===== config.mk =====
export PLATFORM = sky130hd
export DESIGN_NAME = imem_fetch_arbiter
export DESIGN_NICKNAME = d
export VERILOG_FILES = /design/src/rtl/imem_fetch_arbiter.sv
export SDC_FILE = /design/constraint.sdc
export NUM_CORES = 1
export LEC_CHECK = 0
export ABC_AREA = 0
export CAP_MARGIN = 30
export CELL_PAD_IN_SITES_DETAIL_PLACEMENT = 1
export CELL_PAD_IN_SITES_GLOBAL_PLACEMENT = 2
export CORE_MARGIN = 10
export CORE_UTILIZATION = 15
export DETAILED_ROUTE_END_ITERATION = 8
export PLACE_DENSITY = 0.84
export SETUP_SLACK_MARGIN = 0.5
export SYNTH_ARGS = -nofsm -noshare
export SYNTH_HDL_FRONTEND = slang
export SYNTH_SLANG_ARGS = --single-unit

===== constraint.sdc =====
create_clock -name clk -period 1.5 [get_ports clk]
set_input_delay 0.3 -clock clk [delete_from_list [all_inputs] [get_ports clk]]
set_output_delay 0.3 -clock clk [all_outputs]
set_load 0.005 [all_outputs]

===== src/rtl/imem_fetch_arbiter.sv =====
// Arbitrates the single imem read port between compressed-instruction fetch and the token loader.
// Fetch has fixed priority; a saturating wait counter forces a loader win after STARVE_LIMIT waits.
module imem_fetch_arbiter #(
    parameter int WIDTH        = 32,
    parameter int STARVE_LIMIT = 4,
    parameter int CNTW         = 3
) (
    input  logic             clk,
    input  logic             reset,
    input  logic             fetch_req,
    input  logic [WIDTH-1:0] fetch_addr,
    output logic             fetch_gnt,
    output logic             fetch_valid,
    output logic [WIDTH-1:0] fetch_data,
    input  logic             load_req,
    input  logic [WIDTH-1:0] load_addr,
    output logic             load_gnt,
    output logic             load_valid,
    output logic [WIDTH-1:0] load_data,
    output logic [WIDTH-1:0] mem_addr,
    input  logic [WIDTH-1:0] mem_rdata
);

    // state     | meaning
    // OWN_NONE  | no read issued last cycle, no response this cycle
    // OWN_FETCH | imem data this cycle belongs to the fetch requester
    // OWN_LOAD  | imem data this cycle belongs to the token loader
    typedef enum logic [1:0] {
        OWN_NONE  = 2'd0,
        OWN_FETCH = 2'd1,
        OWN_LOAD  = 2'd2
    } owner_e;

    localparam logic [CNTW-1:0] LIMIT = CNTW'(STARVE_LIMIT);

    owner_e           owner_q, owner_d;
    logic [WIDTH-1:0] mem_addr_q, mem_addr_d;
    logic [CNTW-1:0]  wait_cnt_q, wait_cnt_d;
    logic             force_load;
    logic             load_gnt_w;
    logic             fetch_gnt_w;

    // Grants depend only on requests and registered state; reset gates them off.
    assign force_load  = load_req && (wait_cnt_q == LIMIT);
    assign load_gnt_w  = reset && load_req && (force_load || !fetch_req);
    assign fetch_gnt_w = reset && fetch_req && !load_gnt_w;

    always_ff @(posedge clk or negedge reset) begin
        if (!reset) begin
            owner_q    <= OWN_NONE;
            mem_addr_q <= '0;
            wait_cnt_q <= '0;
        end else begin
            owner_q    <= owner_d;
            mem_addr_q <= mem_addr_d;
            wait_cnt_q <= wait_cnt_d;
        end
    end

    always_comb begin
        owner_d    = OWN_NONE;
        mem_addr_d = mem_addr_q;
        wait_cnt_d = '0;
        if (load_gnt_w) begin
            owner_d    = OWN_LOAD;
            mem_addr_d = load_addr;
        end else if (fetch_gnt_w) begin
            owner_d    = OWN_FETCH;
            mem_addr_d = fetch_addr;
        end
        // Saturate rather than wrap so a forced grant can never be missed.
        if (load_req && !load_gnt_w) begin
            wait_cnt_d = (wait_cnt_q == LIMIT) ? wait_cnt_q : wait_cnt_q + 1'b1;
        end
    end

    always_comb begin
        fetch_gnt   = fetch_gnt_w;
        load_gnt    = load_gnt_w;
        fetch_valid = (owner_q == OWN_FETCH);
        load_valid  = (owner_q == OWN_LOAD);
        fetch_data  = mem_rdata;
        load_data   = mem_rdata;
        mem_addr    = mem_addr_q;
    end

endmodule

=== Word level (Yosys, flattened, before mapping) ===
Cells that the tools add are included.

* $add $sub $neg: 1
* Equal/unequal tests: 4
* Multiplexer cells: 6
* Reduce and logical (&&, ||, !) cells: 10

{| class="wikitable"
|+ Operator list
! kind !! count
|-
| 32-bit 2-to-1 mux || 2
|-
| 1-bit logical AND || 6
|-
| 3-bit 2-to-1 mux || 2
|-
| 3-bit by 1-bit adder with 3-bit output, second input constant || 1
|-
| 3-bit == test, second input constant || 1
|-
| 2-bit by 1-bit == test with 1-bit output, second input constant || 1
|-
| 2-bit == test, second input constant || 1
|-
| 1-bit logical NOT || 2
|-
| 2-bit 2-to-1 mux || 1
|-
| 2-bit != test, second input constant || 1
|-
| 2-bit nonzero test || 1
|-
| 1-bit logical OR || 1
|-
| 1-bit 2-to-1 mux || 1
|}

* Bits in registers: 37
* Bits of input ports: 100
* Output and inout bits: 100
* Logic and storage cells: 24

=== Logic depth before layout (Yosys ltp) ===
Gate-level depths: netlist of run 1.

* Word-level depth: 8
* Mapped depth: 7
* Depth with buffers taken out: 5

=== Worst setup path before layout of run 1 ===
No wires, ideal clock.

* Path type: reg-to-output
* Start: register wait_cnt_q[0]
* End: output port fetch_gnt
* Arrival: 1.291 ns
* Data required time: 1.200 ns
* Path slack: -0.091 ns
* Cell stages (with the launch flop): 7
* Buffers on the path: 1
* Cell sequence: dfrtp_1 -> inv_1 -> ha_1 -> a21bo_1 -> buf_6 -> nand3_1 -> and3_2

* Longest elaborated chain between the ends: 6

{| class="wikitable"
|+ RTL lines
! element !! RTL line !! source
|-
| from (decl) || 38 || <nowiki>logic [CNTW-1:0] wait_cnt_q, wait_cnt_d;</nowiki>
|-
| from (signal assigned) || 56 || <nowiki>wait_cnt_q <= wait_cnt_d;</nowiki>
|-
| 3-bit == test || 44 || <nowiki>assign force_load = load_req && (wait_cnt_q == LIMIT);</nowiki>
|-
| 1-bit logical AND || 44 ||
|-
| 1-bit logical OR || 45 || <nowiki>assign load_gnt_w = reset && load_req && (force_load || !fetch_req);</nowiki>
|-
| 1-bit logical AND || 45 ||
|-
| 1-bit logical NOT || 46 || <nowiki>assign fetch_gnt_w = reset && fetch_req && !load_gnt_w;</nowiki>
|-
| 1-bit logical AND || 46 ||
|-
| to (decl) || 12 || <nowiki>output logic fetch_gnt,</nowiki>
|}

No other way between the ends.

=== Worst setup path after layout of run 1 ===
Ends and elaborated chain as after synthesis.

==> results of run 1 <==
## repair_timing
| action | CTS | global route |
|---|---|---|
| endpoints found under the setup margin | 73 | 73 |
| hold buffers | 0 | 0 |
| cloned | 3 | 0 |
| resized for setup | 167 | 17 |
| pin swaps | 4 | 8 |
| setup buffers | 10 | 13 |
## layer usage
metal / wire length, µm / global-route usage / vias to the layer above / part of all wire
met5: 0 / 0 / - / 0
met4: 198 / 0.03469 / 0 / 0.019
met3: 754 / 0.03388 / 15 / 0.072
met2: 5469 / 0.1686 / 65 / 0.52
met1: 4081 / 0.1022 / 1126 / 0.39
li1: - / - / 1056 / -
## power by group through the flow
stage,sequential [mW],clock [mW],combinational (mW)
floorplan,1.22,0,0.508
global placement,1.21,0,0.972
detailed placement,1.22,0,0.993
CTS,1.20,1.46,1.00
global route,1.21,1.50,1.17
finish,1.20,1.40,1.07
## area by class of cell
class	count	area, µm²
Sequential cell	37	925.9
Clock inverter	3	65.06
Multi-Input combinational cell	146	1220
Fill cell	1840	11940
Clock buffer	5	125.1
Timing Repair Buffer	153	1379
Inverter	3	13.76
Tap cell	216	270.3
## Yosys cell counts
cell type	instances
mux2_2	1
nand3_1	1
o21ai_0	27
buf_4	64
nor2_1	32
inv_1	3
ha_1	2
clkbuf_1	6
nand2_1	2
nand3b_1	1
a41oi_2	1
nor2b_1	2
buf_2	14
o2111a_1	1
o21ai_1	6
a41oi_1	31
a21bo_1	1
a21oi_1	32
and3_1	2
dfrtp_1	37
buf_8	3
o21a_1	1
xnor2_1	1
and3_2	1
buf_6	1
a21boi_4	1
## worst paths after layout
check | start | endpoint | slack, ns | cells after the start
setup / recovery | wait_cnt_q[0] | fetch_gnt | -0.25 | 6
hold / removal | reset | wait_cnt_q[2] | 0.05 | 2
setup reg to reg | wait_cnt_q[0] | mem_addr[19] | -0.15 | 8
hold reg to reg | mem_addr[3] | mem_addr[3] | 0.53 | 2
max in group asynchronous | reset | mem_addr[26] | 0.99 | 3
min in group clk | mem_addr[3] | mem_addr[3] | 0.53 | 2
## per-stage QoR
stage | setup WS (ns) | cell area [µm²] | setup TNS [ns]
floorplan | 0.06835 | 2691 | 0
global placement | -0.5733 | 3572 | -11.99
detailed placement | -0.6051 | 3572 | -13.89
CTS | -0.2291 | 3832 | -3.470
global route | -0.3168 | 3999 | -6.818
finish | -0.2466 | 3999 | -4.280
## cell families after synthesis
group / synth area share
XOR/XNOR: 0.003583
flip-flops: 0.3787
adder cells (fa/ha/maj): 0.01023
AO/OA/AOI/OAI: 0.2702
multiplexers: 0.004606
buffers and inverters: 0.2620
AND/OR/NAND/NOR: 0.07063
## registers in the layout, indices dropped and copies added (netlist names)
register,flops
wait_cnt_q,3
mem_addr,32
owner_q,2
## cell usage in the layout (no fill, tap or decap), types with 4 or more instances in the layout
cell type / instances
a41oi_2: 31
buf_4: 36
nor2_1: 32
o21ai_1: 6
buf_6: 10
o21ai_0: 26
buf_2: 35
dfrtp_1: 37
a21oi_1: 24
clkdlybuf4s50_1: 65
buf_16: 4
a21oi_2: 8
clkbuf_16: 5
==> results.py, run 1 <==
metrics = {
    "global_route": {
        "gr-total-overflow": 0,
        "grt_pass1_wl_um": 15850,
        "first_global_vias": 2566,
        "grtUsageTotal": 0.09529,
        "grt_max_degree": 27,
        "antenna_found_initial": 0,
    },
    "power": {
        "seqPwrFrac": 0.326,
        "p_total_mw": 3.671,
        "ir_drop_mv": 0.3766,
        "clkPwrFrac": 0.383,
        "p_leak_nw": 1.520,
        "powerDensity_mw_per_mm2": 918.0,
        "p_int_mw": 2.657,
        "p_switching_mw": 1.014,
        "comb_power_share": 0.291,
        "swShare": 0.2762,
    },
    "sta": {
        "layout_worst_path_cycle_share": 1.164,
        "tightest_slew_ns": 0.3875,
        "whs_ns": 0.04686,
        "post-route-min-period_ns": 1.747,
        "hold_viol": 0,
        "drv_slew": 0,
        "finClkSkew_ns": 0.005535,
        "relSlewSlack": 0.7417,
        "max_freq_ghz": 0.5726,
        "rsz0062_at_grt": "true",
        "setup_viol": 37,
        "setup_ws_ns": -0.2466,
    },
    "detailed_routing": {
        "drt_pass1_iterations": 4,
        "drt-total-wl_um": 10500,
        "vias": 2262,
        "routed_via_density": 4.018,
        "wire_per_inst_um": 18.66,
        "initialDrtViolationCount": 61,
        "drc": 0,
        "ant_nets": 0,
    },
    "outcome": {
        "outcome": "complete, but fails checks",
        "violations": "setup timing",
    },
    "clocking": {
        "clk_pin_slew_ns": 0.06,
        "htree_levels": 2,
        "root_buffer": "clkbuf_16",
        "cts_buffer_depth": 2,
        "clock-sinks": 37,
        "cts_tree": "done",
        "clk_latency_ns": 0.29,
        "cts_buffers": 5,
    },
    "floorplan": {
        "fp.dieW_um": 147.7,
        "fp.dieH_um": 147.7,
        "die-area_mm2": 0.02181,
        "coreArea_mm2": 0.01594,
        "initial_core_util": 0.1534,
        "io_pins": 200,
        "rows": 46,
    },
    "synthesis": {
        "yosysWarningCount": 0,
        "syn-instance-count": 274,
        "netlist_area_mm2": 0.002445,
        "syn_nets": 376,
        "avgSynthCellArea_um2": 8.923,
        "ys_seq_elements": 37,
        "synth_area_leaders": "dfrtp_1, buf_4, a41oi_1",
        "synth_cell_types": 26,
        "yosysTopAreaCell": "dfrtp_1",
        "synth_top_cell_area_share": 0.3787,
        "yosysSeqAreaShare": 0.3787,
    },
    "setup_path": {
        "path_cells": "inv_2, ha_4, a21bo_4, nand3_4, and3_4, buf_6",
        "path_delay_family": "flip-flops",
        "critical_path_class": "reg -> out",
        "cp_max_fo": 2,
        "end_kind": "primary output",
        "arrival_ns": 1.45,
        "worst_setup_path_start_kind": "flop",
        "cp_data_required_time_ns": 1.20,
        "cp_slowest_cell": "dfrtp_1",
        "cpPeakStageDelay_ns": 0.37,
        "cp_num_buf_inv": 2,
    },
    "placed_design": {
        "place_hpwl_um": 7178,
        "gp_congestion": 0.6817,
        "placedCellCount": 529,
        "portBuffers": 103,
    },
    "final_layout": {
        "stdcell_count": 563,
        "diodes": 0,
        "num-nets-final": 448,
        "area_growth_pct": 63.56,
        "drive_gt1_frac": 0.4294,
        "final_core_util": 0.2508,
    },
    "min_path": {
        "hold_path.class": "in -> async",
    },
    "flow_run": {
        "maxCapViolCount": 0,
    },
}
Note: power is estimated with default switching activity, not from simulation.
==> run 2: changes to the inputs <==
--- a/config.mk
+++ b/config.mk
@@ -6,13 +6,13 @@
 export NUM_CORES = 1
 export LEC_CHECK = 0
 export ABC_AREA = 0
-export CAP_MARGIN = 30
 export CELL_PAD_IN_SITES_DETAIL_PLACEMENT = 1
 export CELL_PAD_IN_SITES_GLOBAL_PLACEMENT = 2
 export CORE_MARGIN = 10
 export CORE_UTILIZATION = 15
 export DETAILED_ROUTE_END_ITERATION = 8
-export PLACE_DENSITY = 0.84
+export PLACE_DENSITY = 0.81
+export REMOVE_ABC_BUFFERS = 1
 export SETUP_SLACK_MARGIN = 0.5
 export SYNTH_ARGS = -nofsm -noshare
 export SYNTH_HDL_FRONTEND = slang
==> results.py, run 2 (same netlist as run 1, synthesis figures left out) <==
metrics = {
    "global_route": {
        "antenna_found_initial": 0,
        "grt_busiest_layer": "met2",
        "grtUsageTotal": 0.1060,
        "grtUsageMet2": 0.1488,
        "grt_max_degree": 37,
        "first_global_vias": 2646,
        "grt_pass1_wl_um": 17450,
        "grt_use_met3": 0.06746,
        "use_met1": 0.1286,
        "gr-total-overflow": 0,
    },
    "clocking": {
        "htree_levels": 2,
        "cts_buffers": 5,
        "clk_pin_slew_ns": 0.06,
        "root_buffer": "clkbuf_16",
        "cts_tree": "done",
        "clk_latency_ns": 0.28,
        "clock-sinks": 37,
        "cts_buffer_depth": 2,
    },
    "final_layout": {
        "diodes": 0,
        "stdcell_count": 568,
        "area_growth_pct": 63.51,
        "num-nets-final": 454,
        "largest_register_ffs": 32,
        "final_common_cell": "clkdlybuf4s50_1",
        "fill_cells": 1828,
        "final_cell_mix": "clkdlybuf4s50_1, buf_4, dfrtp_1, nor2_1, a41oi_1",
        "drive_gt1_frac": 0.4460,
    },
    "sta": {
        "setup_ws_ns": -0.2336,
        "finClkSkew_ns": 0.001732,
        "tightest_slew_ns": 0.4342,
        "rsz0062_at_grt": "true",
        "setup_viol": 37,
        "max_freq_ghz": 0.5768,
        "fin_tns_setup_ns": -5.665,
        "layout_worst_path_cycle_share": 1.156,
        "drv_slew": 0,
        "relSlewSlack": 0.7105,
        "hold_viol": 0,
        "whs_ns": 0.03331,
        "post-route-min-period_ns": 1.734,
    },
    "detailed_routing": {
        "drt_pass1_iterations": 4,
        "drc": 0,
        "ant_nets": 0,
        "drt-total-wl_um": 12580,
        "vias": 2443,
        "routed_via_density": 4.301,
        "wire_per_inst_um": 22.15,
        "initialDrtViolationCount": 56,
    },
    "min_path": {
        "hold_path.class": "in -> async",
    },
    "power": {
        "ir_drop_mv": 0.3613,
        "powerDensity_mw_per_mm2": 860.4,
        "p_leak_nw": 1.577,
    },
    "setup_path": {
        "r2r-end": "mem_addr[31]",
        "arrival_ns": 1.43,
        "r2r-start": "wait_cnt_q[0]",
        "end_kind": "primary output",
        "cp_max_fo": 2,
        "cp_data_required_time_ns": 1.20,
        "critical_path_class": "in -> out",
        "r2r_cells": 10,
        "r2r_slack_ns": -0.18,
        "worst_setup_path_start_kind": "input pin",
    },
    "placed_design": {
        "placedCellCount": 526,
        "gp_congestion": 0.7405,
        "pre_cts_slack_ns": -0.6268,
        "portBuffers": 103,
        "place_hpwl_um": 9238,
    },
    "floorplan": {
        "io_pins": 200,
        "rows": 46,
        "coreArea_mm2": 0.01594,
        "fp.dieW_um": 147.7,
        "fp.dieH_um": 147.7,
        "initial_core_util": 0.1534,
        "die-area_mm2": 0.02181,
    },
    "outcome": {
        "violations": "setup timing",
        "outcome": "complete, but fails checks",
    },
    "flow_run": {
        "maxCapViolCount": 0,
    },
}
run 2: cell count changes in the layout (fill, tap and decap cells not counted), sizes merged:
cell / delta
buf: +3
bufinv: -2
clkbuf: +5
clkinv: -1
run 2: final cells by class:
type                            count  area (µm²)  share of cell area
Timing Repair Buffer              159        1473              0.3684
Multi-Input combinational cell    146        1172              0.2933
Sequential cell                    37       925.9              0.2316
Clock buffer                        7       142.6             0.03568
Inverter                            3       13.76            0.003443
Tap cell                          216       270.3             0.06761
run 2: what timing repair did:
action | in CTS | in global routing
resized for setup | 169 | 87
pin swaps | 5 | 36
endpoints found under the setup margin | 73 | 73
setup buffers | 15 | 17
gates cloned | 0 | 3
hold buffers | 0 | 0
run 2: how the worst max path moves through the flow:
| stage | from | to | slack (ns) |
|---|---|---|---|
| 6_report | fetch_req | fetch_gnt | -0.23 |
| 2_1_floorplan | wait_cnt_q[0] | fetch_gnt | -0.56 |
| 3_3_place_gp | fetch_req | fetch_gnt | -0.57 |
| 5_1_grt | wait_cnt_q[0] | fetch_gnt | -0.30 |
| 3_5_place_dp | fetch_req | fetch_gnt | -0.63 |
| 4_1_cts | wait_cnt_q[0] | fetch_gnt | -0.22 |
run 2: metal layers:
metal | wire length (µm) | up-vias
met5 | 0 | -
met4 | 125 | 0
met3 | 1488 | 7
met2 | 5520 | 113
met1 | 5449 | 1254
li1 | - | 1069
run 2: worst max-delay path, stage by stage:
cell and delay (ns):
clkdlybuf4s50_1 0.51, a21bo_1 0.24, nand3_2 0.10, and3_4 0.20
buf_6 0.09
run 2: power breakdown:
part / switching (mW) / total [mW] / internal (mW)
clock network: 0.419 / 1.07 / 0.653
registers: 0.0763 / 1.20 / 1.12
logic: 0.511 / 1.17 / 0.656
run 2: per-stage QoR:
| step | cell area, µm² | power (mW) | util |
|---|---|---|---|
| finish | 3998 | 3.440 | 0.2507 |
| global route | 3998 | 3.653 | 0.2507 |
| CTS | 3532 | 3.302 | 0.2216 |
| detailed placement | 3353 | 2.166 | 0.2103 |
| global placement | 3353 | 2.134 | 0.2103 |
| floorplan | 1815 | 1.465 | - |
